===== src/rtl/led_pattern_gen.sv =====
// led_pattern_gen: prescaled LED pattern sequencer (binary count, rotate, bounce, blink)
// with a registered step pulse; a mode change reseeds the pattern and restarts the prescaler.
module led_pattern_gen #(
  parameter int N_LEDS  = 3,
  parameter int CLK_DIV = 12000000
) (
  input  logic              clk,
  input  logic              rst,
  input  logic              en,
  input  logic [1:0]        mode,
  output logic [N_LEDS-1:0] led,
  output logic              tick
);
  localparam int CW = CLK_DIV > 1 ? $clog2(CLK_DIV) : 1;
  localparam logic [CW-1:0] CNT_MAX = CW'(CLK_DIV - 1);
  localparam logic [N_LEDS-1:0] ONE = N_LEDS'(1);
  logic [CW-1:0]     cnt_q, cnt_d;
  logic [N_LEDS-1:0] led_q, led_d, nxt, up_sh, dn_sh, seed;
  logic [1:0]        mode_q;
  logic              dir_q, dir_d, nxt_dir, tick_q, tick_d, chg, step;
  always_comb begin
    chg     = mode != mode_q;
    step    = en && cnt_q == CNT_MAX && !chg;
    up_sh   = led_q << 1;
    dn_sh   = led_q >> 1;
    seed    = (mode[0] ^ mode[1]) ? ONE : '0;
    nxt     = mode_q == 2'd0 ? led_q + ONE :
              mode_q == 2'd1 ? up_sh | (led_q >> (N_LEDS - 1)) :
              mode_q == 2'd2 ? (N_LEDS == 1 ? led_q : dir_q ? dn_sh : up_sh) :
                               ~led_q;
    // bounce turns around in the same step that lands on an end bit
    nxt_dir = (mode_q == 2'd2 && N_LEDS > 1) ? (dir_q ? !dn_sh[0] : up_sh[N_LEDS-1]) : dir_q;
    cnt_d   = (chg || step) ? '0 : en ? cnt_q + CW'(1) : cnt_q;
    led_d   = chg ? seed : step ? nxt : led_q;
    dir_d   = chg ? 1'b0 : step ? nxt_dir : dir_q;
    tick_d  = step;
  end
  always_ff @(posedge clk or posedge rst) begin
    if (rst) begin
      cnt_q  <= '0;
      led_q  <= '0;
      mode_q <= 2'd0;
      dir_q  <= 1'b0;
      tick_q <= 1'b0;
    end else begin
      cnt_q  <= cnt_d;
      led_q  <= led_d;
      mode_q <= mode;
      dir_q  <= dir_d;
      tick_q <= tick_d;
    end
  end
  assign led  = led_q;
  assign tick = tick_q;
endmodule


===== config.mk =====
export PLATFORM = sky130hd
export DESIGN_NAME = led_pattern_gen
export DESIGN_NICKNAME = d
export VERILOG_FILES = /design/src/rtl/led_pattern_gen.sv
export SDC_FILE = /design/constraint.sdc
export NUM_CORES = 1
export LEC_CHECK = 0
export BUFFER_PORTS_ARGS = -buffer_cell sky130_fd_sc_hd__buf_2
export CAP_MARGIN = 0
export CORE_MARGIN = 2
export CORE_UTILIZATION = 45
export DETAILED_ROUTE_END_ITERATION = 16
export GPL_TIMING_DRIVEN = 0
export PLACE_DENSITY = 0.69
export SETUP_SLACK_MARGIN = 0.15
export SLEW_MARGIN = 25
export SYNTH_ARGS = -nofsm -noshare
export SYNTH_HDL_FRONTEND = slang
export SYNTH_SLANG_ARGS = --single-unit

===== constraint.sdc =====
create_clock -name clk -period 4.2 [get_ports clk]
set_input_delay 0.63 -clock clk [delete_from_list [all_inputs] [get_ports clk]]
set_output_delay 0.63 -clock clk [all_outputs]
set_load 0.05 [all_outputs]

==> out/summary.txt, run 1 <==
Worst path max stage delay -> 0.62 ns
initial core utilization -> 46.85%
I/O Buffers -> 8
Tcrit/Tclk final -> 51.04%
FF-to-FF End -> cnt_q[22]
setup TNS -> 0 ns
Residual DRC -> 0
pre-CTS WS -> 1.864 ns
CP bufs+invs -> 1
Fill cells -> 355
Max VDD drop -> 0.0001708 V
RR Startpoint -> cnt_q[0]
DIE AREA -> 4351 sq um
Synth Area per Inst -> 9.494 sq um
# Max-Cap Violations -> 0
Setup violations, final -> 0
Tot GR Track Use -> 17.28%
status -> finished clean
worst slew pin tran -> 0.6295 ns
PnR Total Power -> 572.7 uW
Detail Route Antenna Nets -> 0
sequential share of power -> 53.7%
cell count of the worst reg-to-reg path -> 6
worst skew pair latency -> 0.28 ns
Seq/Total Area, Yosys -> 44.90%
relative slew slack -> 57.97%
crit path cell chain -> ha_1, nand4_1, nor4_2, a21o_1, buf_2, a21oi_1
number of global-route vias before repair -> 1331
EDFF count, synth -> 0
clock sink count -> 31
critical path endpoint category -> register
Crit Path Max Fanout -> 10
TritonCTS Buffers -> 5
RSZ-0062 raised after global routing -> false
Post-DP HPWL -> 2368 um
Worst Setup SP -> cnt_q[0]
WL/cell -> 13.85 um
startpoint types -> register
Die Span Y -> 65.97 um
FP Rows -> 22
switch share -> 24.31%
CTS HTree Levels -> 2
grt ovf -> 0
Clk pin slew, worst setup/hold paths -> 0.06 ns
multi-input logic area -> 910.9 sq um
core area -> 3689 sq um
via count -> 1385
Synth Net Count -> 191
P_sw -> 139.2 uW
reg2reg setup slack -> 2.06 ns
Seq cells post-synth -> 31
clock network power share -> 38.2%
chip width -> 65.97 um
fraction of layout cells with a size suffix above 1 -> 10.10%
drt initial violations -> 97
post-synthesis cell count -> 182
worst path arrival time -> 2.30 ns
FF+latch area -> 775.7 sq um
yosys warns -> 0
fin crit period -> 2.144 ns
Post-Syn Area -> 1728 sq um
Max Freq -> 0.4665 GHz
Root Buffer -> clkbuf_8
pwr dens -> 300.0 nW/um^2
Internal -> 433.5 uW
Post-synth ARST share -> 100.0%
Hold Path Class -> in2async
non-filler cells, final -> 246
vias per inst -> 5.630
I/O pin count -> 9
CP delay by family, top -> simple AND/OR/NAND/NOR gates
clock skew -> 0.007971 ns
CTS Buffer Depth -> 2
main flop type after synthesis -> dfrtp_1
setup ws final -> 2.056 ns
Fin. Hold Viols -> 0
Hold-fix buffers, CTS -> 0
Diodes inserted -> 0
P&R area growth vs syn -> 10.50%
Leakage -> 0.0007413 uW
placed cells -> 238
postcts setup bufs -> 0
# resized after CTS -> 0
Total Nets Final -> 206
Initial DRT Pass Iterations -> 4
Worst Path Required -> 4.35 ns
largest net degree at the start of global routing -> 32
Placer Congestion -> 0.7979
synth unique cells -> 36
CTS tree -> yes
initial antenna violation count -> 0
CP max stage cell -> nor4_2
final core area utilization -> 51.76%
Slew Limit Fails -> 0
logic gate share of total power -> 8.1%
first-pass GRT wire length -> 5844 um
critical path class -> reg2reg
Final Routed Wirelength -> 3407 um
-- registers in the layout, indices dropped and copies added, names as in the netlist --
| register | count |
|---|---|
| cnt_q | 24 |
| mode_q | 2 |
| tick | 1 |
| dir_q | 1 |
| led | 3 |
-- synthesized netlist by cell type (5+ instances only) --
library cell | n | share of area [%]
xnor2_1 | 12 | 6.1
and3_1 | 5 | 1.8
nand4_1 | 8 | 2.9
o21ai_0 | 7 | 2.0
a21oi_1 | 14 | 4.1
or3_1 | 7 | 2.5
o31ai_1 | 6 | 2.6
nand2_1 | 13 | 2.8
or4_1 | 7 | 3.0
nor2_1 | 17 | 3.7
dfrtp_1 | 31 | 45
nand3_1 | 8 | 2.3
-- metal layers --
layer  routed length (um)  vias to the layer above  track usage (%)
li1                     -                      700                -
met1                 1627                      660            21.62
met4                   27                        0            4.337
met2                 1631                       20            29.67
met3                  121                        5            4.600
met5                    0                        -                0
-- worst reg2reg max path, stage by stage, from the launching register on --
cell and delay, ns:
dfrtp_1 0.41, ha_1 0.19, nand4_1 0.19, nor4_2 0.62, a21o_1 0.29, buf_2 0.25
a21oi_1 0.07
-- cells by family (layout without fill, tap and decap cells) --
kind of cell               Yosys count  after routing  share of synthesized area (%)
and+or+nand+nor                     82             82                          27.01
buffers and inverters               10             26                          2.389
AOI/OAI and AO/OA                   36             36                          12.89
xor gates and xnor gates            16             16                          8.110
muxes                                3              3                          1.810
adders and majority gates            4              4                          2.897
DFF                                 31             31                          44.89
-- power by group through the flow --
stage / sequential (uW) / clock [uW] / combinational [uW]
2_1_floorplan: 317 / 0 / 28.9
3_3_place_gp: 312 / 0 / 45.6
3_5_place_dp: 313 / 0 / 47.5
4_1_cts: 307 / 227 / 47.6
5_1_grt: 308 / 242 / 51.9
6_report: 307 / 219 / 46.3
-- area by class of cell --
class,instances,area share (%)
flip-flops and latches,31,40.63
well taps,48,3.145
clock inverters,1,0.2621
multi-input cells,141,47.71
clock buffers,7,3.997
plain buffers,7,1.573
repair buffers,8,2.097
inverters,3,0.5898
-- per-stage QoR --
| stage | hold WS, ns | cell area [sq um] |
|---|---|---|
| 6_report | 0.4307 | 1909 |
| 5_1_grt | 0.4799 | 1909 |
| 4_1_cts | 0.4574 | 1909 |
| 3_5_place_dp | 0.5557 | 1828 |
| 3_3_place_gp | 0.5388 | 1828 |
| 2_1_floorplan | 0.5129 | 1728 |
-- how the worst max path moves through the flow --
stage / endpoint / slack [ns] / cells past startpoint
6_report: cnt_q[22] / 2.06 / 6
3_5_place_dp: cnt_q[22] / 1.86 / 6
5_1_grt: cnt_q[4] / 1.90 / 6
3_3_place_gp: cnt_q[11] / 1.93 / 6
4_1_cts: cnt_q[22] / 2.05 / 6
2_1_floorplan: cnt_q[11] / 2.39 / 5
-- placed cells by master, fill, tap and decap left out, types with 6 or more instances in the layout --
cell,instances
buf_2,11
nand3_1,8
clkbuf_1,6
or3_1,7
or4_1,7
a21oi_1,14
nand2_1,13
o31ai_1,6
nand4_1,8
o21ai_0,7
nor2_1,17
xnor2_1,12
dfrtp_1,31
Power figures use the tool's default switching activity.
==> run 2: changes to the inputs <==
- clock period: 4.2 -> 2 ns (I/O delays scaled with it)
==> run 2 against run 1 <==
First-iteration DRC count decreased by 12%. Fmax increased by 15%. Cell count rose by 5.3%. Combinational power grew to 2.5 times the previous value. Sequential share of layout area is 3.0 points lower. Clock power up 110%. Sequential power up 110%. Critical path type unchanged. Critical endpoint is now dir_q. Largest power group unchanged.
==> out/summary.txt, run 2 (synthesis gave the netlist of run 1 again) <==
Worst Path Required -> 2.17 ns
# Max-Cap Violations -> 0
pwr dens -> 595.4 nW/um^2
largest net degree at the start of global routing -> 32
Slew Limit Fails -> 0
clock sink count -> 31
FP Rows -> 22
Max Freq -> 0.5352 GHz
Final Routed Wirelength -> 3558 um
CTS HTree Levels -> 2
critical path endpoint category -> register
Post-DP HPWL -> 2368 um
FF+latch area -> 775.7 sq um
Max VDD drop -> 0.0003820 V
Fill cells -> 342
DIE AREA -> 4351 sq um
setup TNS -> 0 ns
Design Area, Final -> 2063 sq um
max reg flops -> 24
Die Span Y -> 65.97 um
via count -> 1463
Tcrit/Tclk final -> 93.43%
chip width -> 65.97 um
initial core utilization -> 46.85%
critical path class -> reg2reg
Residual DRC -> 0
drt initial violations -> 85
most frequent cells in the layout -> dfrtp_1 (31), nor2_1 (17), buf_4 (14), a21oi_1 (14), nand2_1 (13)
Clk pin slew, worst setup/hold paths -> 0.07 ns
non-filler cells, final -> 259
core area -> 3689 sq um
vias per inst -> 5.649
Diodes inserted -> 0
WL/cell -> 13.74 um
fin crit period -> 1.869 ns
worst slew pin tran -> 0.6282 ns
CTS Buffer Depth -> 2
Leakage -> 0.0008407 uW
hold slack final -> 0.09727 ns
Biggest register -> cnt_q
relative slew slack -> 58.06%
worst skew pair latency -> 0.28 ns
multi-input logic area -> 949.7 sq um
clock skew -> 0.009765 ns
Crit Path Max Fanout -> 5
Placer Congestion -> 0.7979
worst path arrival time -> 2.04 ns
TritonCTS Buffers -> 5
setup ws final -> 0.1315 ns
commonest non-fill, non-tap cell in the layout -> dfrtp_1
CTS tree -> yes
fraction of layout cells with a size suffix above 1 -> 19.43%
first-pass GRT wire length -> 6058 um
Root Buffer -> clkbuf_8
Initial DRT Pass Iterations -> 4
initial antenna violation count -> 0
Hold-fix buffers, CTS -> 0
Post-DP Area -> 1828 sq um
Detail Route Antenna Nets -> 0
Fin. Hold Viols -> 0
placed cells -> 238
RSZ-0062 raised after global routing -> true
I/O pin count -> 9
number of global-route vias before repair -> 1390
Hold Path Class -> in2async
Total Nets Final -> 219
P&R area growth vs syn -> 19.41%
I/O Buffers -> 8
grt ovf -> 0
pre-CTS WS -> -0.1129 ns
status -> finished clean
Tot GR Track Use -> 17.90%
startpoint types -> register
Setup violations, final -> 0
-- run 2: cell types whose count changed in the layout (fill, tap and decap cells not counted), moves of 2 or more --
| cell | delta |
|---|---|
| buf_2 | -2 |
| buf_6 | +2 |
| buf_4 | +14 |
| clkbuf_1 | -2 |
-- run 2: path summary, 6_finish.rpt --
kind                                  end  slack, ns  cells past startpoint      start
worst max-delay path                dir_q       0.13                      4  cnt_q[13]
worst min-delay path             cnt_q[6]        0.1                      2        rst
worst max register to register      dir_q       0.13                      4  cnt_q[13]
worst min register to register  cnt_q[18]       0.56                      2  cnt_q[18]
max in group asynchronous       cnt_q[23]       1.49                      2        rst
min in group clk                mode_q[1]       0.17                      1    mode[1]
-- run 2: per-layer routing --
metal	up-vias	routed length [um]	track usage, %
li1	730	-	-
met1	700	1675	22.06
met2	28	1739	31.57
met3	5	115	4.600
met4	0	27	3.827
met5	-	0	0
-- run 2: stage by stage --
| step | power (uW) | util [%] |
|---|---|---|
| final | 1228 | 55.94 |
| after global routing | 1286 | 55.94 |
| after CTS | 1236 | 54.65 |
| after detailed placement | 756.6 | 49.56 |
| after global placement | 751.3 | 49.56 |
| after floorplan | 726.9 | - |
-- run 2: area by class of cell --
type / instances / share of cell area (%)
Clock inverter: 1 / 0.2426
Multi-Input combinational cell: 141 / 46.03
Timing Repair Buffer: 21 / 6.671
Inverter: 3 / 0.5458
Sequential cell: 31 / 37.60
Clock buffer: 7 / 3.699
Tap cell: 48 / 2.911
Buffer: 7 / 2.304
-- run 2: power breakdown --
part / total [uW] / switching (uW) / leakage (uW) / internal, uW
clock network: 466 / 222 / 0.0000422 / 244
logic: 118 / 70.2 / 0.000373 / 48.2
registers: 644 / 9.36 / 0.000425 / 635
-- run 2: timing repair --
item	CTS	global route
gates resized for setup	11	8
setup endpoints to repair	28	26
cloned	1	0
buffers inserted	7	5
pin swaps	4	5
-- run 2: critical path, stage by stage (launching register included) --
cell and delay (ns):
dfrtp_1 0.39, or4b_4 0.54, and4bb_4 0.38, nand4b_1 0.13, mux2_4 0.32
==> run 3: changes to the inputs <==
- CELL_PAD_IN_SITES_DETAIL_PLACEMENT: unset -> 0
- CELL_PAD_IN_SITES_GLOBAL_PLACEMENT: unset -> 1
- MAX_ROUTING_LAYER: unset -> met4
- PLACE_DENSITY: 0.69 -> 0.83
==> run 3 against run 2 <==
Non-clock buffer count shrank 2. Critical path depth grew 1. Die area is the same. Core utilization shrank 0.34 points. Cell count shrank 0.77%. Clock power grew 1%. Setup slack gained 0.0073 ns. Register-to-register slack is essentially flat. Total power is essentially flat. Routed wire length grew 8.9%. Fmax grew 0.40%. Via count grew 1.6%. Highest routed layer unchanged.
==> out/summary.txt, run 3 (synthesis gave the netlist of run 1 again) <==
status -> finished clean
Diodes inserted -> 0
I/O pin count -> 9
pwr dens -> 599.2 nW/um^2
Clk pin slew, worst setup/hold paths -> 0.07 ns
Max Freq -> 0.5373 GHz
Initial DRT Pass Iterations -> 4
I/O Buffers -> 8
clock sink count -> 31
RR Startpoint -> cnt_q[10]
Root Buffer -> clkbuf_8
worst path arrival time -> 2.02 ns
Final Routed Wirelength -> 3876 um
initial core utilization -> 46.85%
Leakage -> 0.0008405 uW
Die Span Y -> 65.97 um
Crit Path Max Fanout -> 10
multi-input logic area -> 942.2 sq um
Placer Congestion -> 0.8068
Worst Setup SP -> cnt_q[10]
via count -> 1487
critical path endpoint category -> register
worst skew pair latency -> 0.29 ns
Detail Route Antenna Nets -> 0
CTS Buffer Depth -> 2
Setup violations, final -> 0
DIE AREA -> 4351 sq um
Hold Path Class -> in2async
CTS tree -> yes
Tcrit/Tclk final -> 93.06%
pre-CTS WS -> -0.1051 ns
Biggest register -> cnt_q
# Max-Cap Violations -> 0
max reg flops -> 24
core area -> 3689 sq um
final core area utilization -> 55.60%
FF+latch area -> 775.7 sq um
Tot GR Track Use -> 19.53%
worst slew pin tran -> 0.6681 ns
TritonCTS Buffers -> 5
FP Rows -> 22
grt ovf -> 0
Post-DP HPWL -> 2485 um
setup ws final -> 0.1388 ns
Fin. Hold Viols -> 0
Hold-fix buffers, CTS -> 0
WL/cell -> 15.08 um
Residual DRC -> 0
CTS HTree Levels -> 2
RSZ-0062 raised after global routing -> true
commonest non-fill, non-tap cell in the layout -> dfrtp_1
P&R area growth vs syn -> 18.68%
number of global-route vias before repair -> 1388
initial antenna violation count -> 0
relative slew slack -> 55.39%
Max VDD drop -> 0.0004615 V
Fill cells -> 331
largest net degree at the start of global routing -> 32
clock skew -> 0.01070 ns
critical path class -> reg2reg
fraction of layout cells with a size suffix above 1 -> 19.14%
fin crit period -> 1.861 ns
Worst Path Required -> 2.16 ns
startpoint types -> register
chip width -> 65.97 um
Slew Limit Fails -> 0
vias per inst -> 5.786
drt initial violations -> 59
first-pass GRT wire length -> 6279 um
most frequent cells in the layout -> dfrtp_1 (31), nor2_1 (17), a21oi_1 (14)
Total Nets Final -> 217
run 3: cell count changes in the layout (fill, tap and decap cells not counted):
cell	previous run	this run
clkbuf_2	1	2
buf_6	2	4
clkinv_2	1	3
buf_2	9	8
clkbuf_1	4	2
buf_4	14	10
a21o_4	1	0
a21o_1	0	1
run 3: repair_timing:
action | in CTS | in global routing
pin swaps | 5 | 3
resized for setup | 8 | 10
setup buffers | 6 | 5
setup endpoints to repair | 28 | 28
cloned | 0 | 0
run 3: final timing paths:
path                              to  slack, ns  cells past startpoint
min reg2reg                cnt_q[23]       0.56                      2
max in group asynchronous   cnt_q[8]       1.45                      2
max                        cnt_q[22]       0.14                      5
min                         cnt_q[2]       0.11                      2
max reg2reg                cnt_q[22]       0.14                      5
min in group clk           mode_q[0]       0.17                      1
run 3: layer usage:
metal  routed length [um]  global-route usage, %  up-vias
li1                     -                      -      732
met1                 1741                  23.79      722
met2                 1937                  32.32       26
met3                  138                  4.089        7
met4                   59                  6.888        0
met5                    0                      -        -
run 3: worst max-delay path: stages (launching register included):
cell and delay [ns]:
dfrtp_1 0.40, or4b_4 0.54, and4bb_4 0.36, a21o_1 0.21
buf_6 0.17, a21oi_1 0.05
run 3: per-stage QoR:
stage	setup TNS (ns)	hold WS [ns]	cells	instance area [sq um]	power [uW]
final	0	0.1067	257	2051	1229
after global routing	0	0.1517	257	2051	1285
after CTS	0	0.1274	252	1992	1239
after detailed placement	-1.966	0.4380	238	1828	756.4
after global placement	-0.7334	0.4557	238	1828	752.3
after floorplan	0	0.3314	182	1728	726.9
run 3: area by class of cell:
cell class                 instances  area share [%]
sequential                        31           37.83
timing repair buffer              19           6.345
clock inverter                     3          0.7322
clock buffer                       5           3.356
multi-input combinational        141           45.94
buffer                             7           2.318
tap                               48           2.929
inverter                           3          0.5491
run 3: power by group:
part           leakage [uW]  internal, uW  total, uW  switching (uW)
sequential         0.000425           635        643            8.61
clock             0.0000477           238        472             234
combinational      0.000367          43.1        114            70.7
total              0.000841           915       1230             313
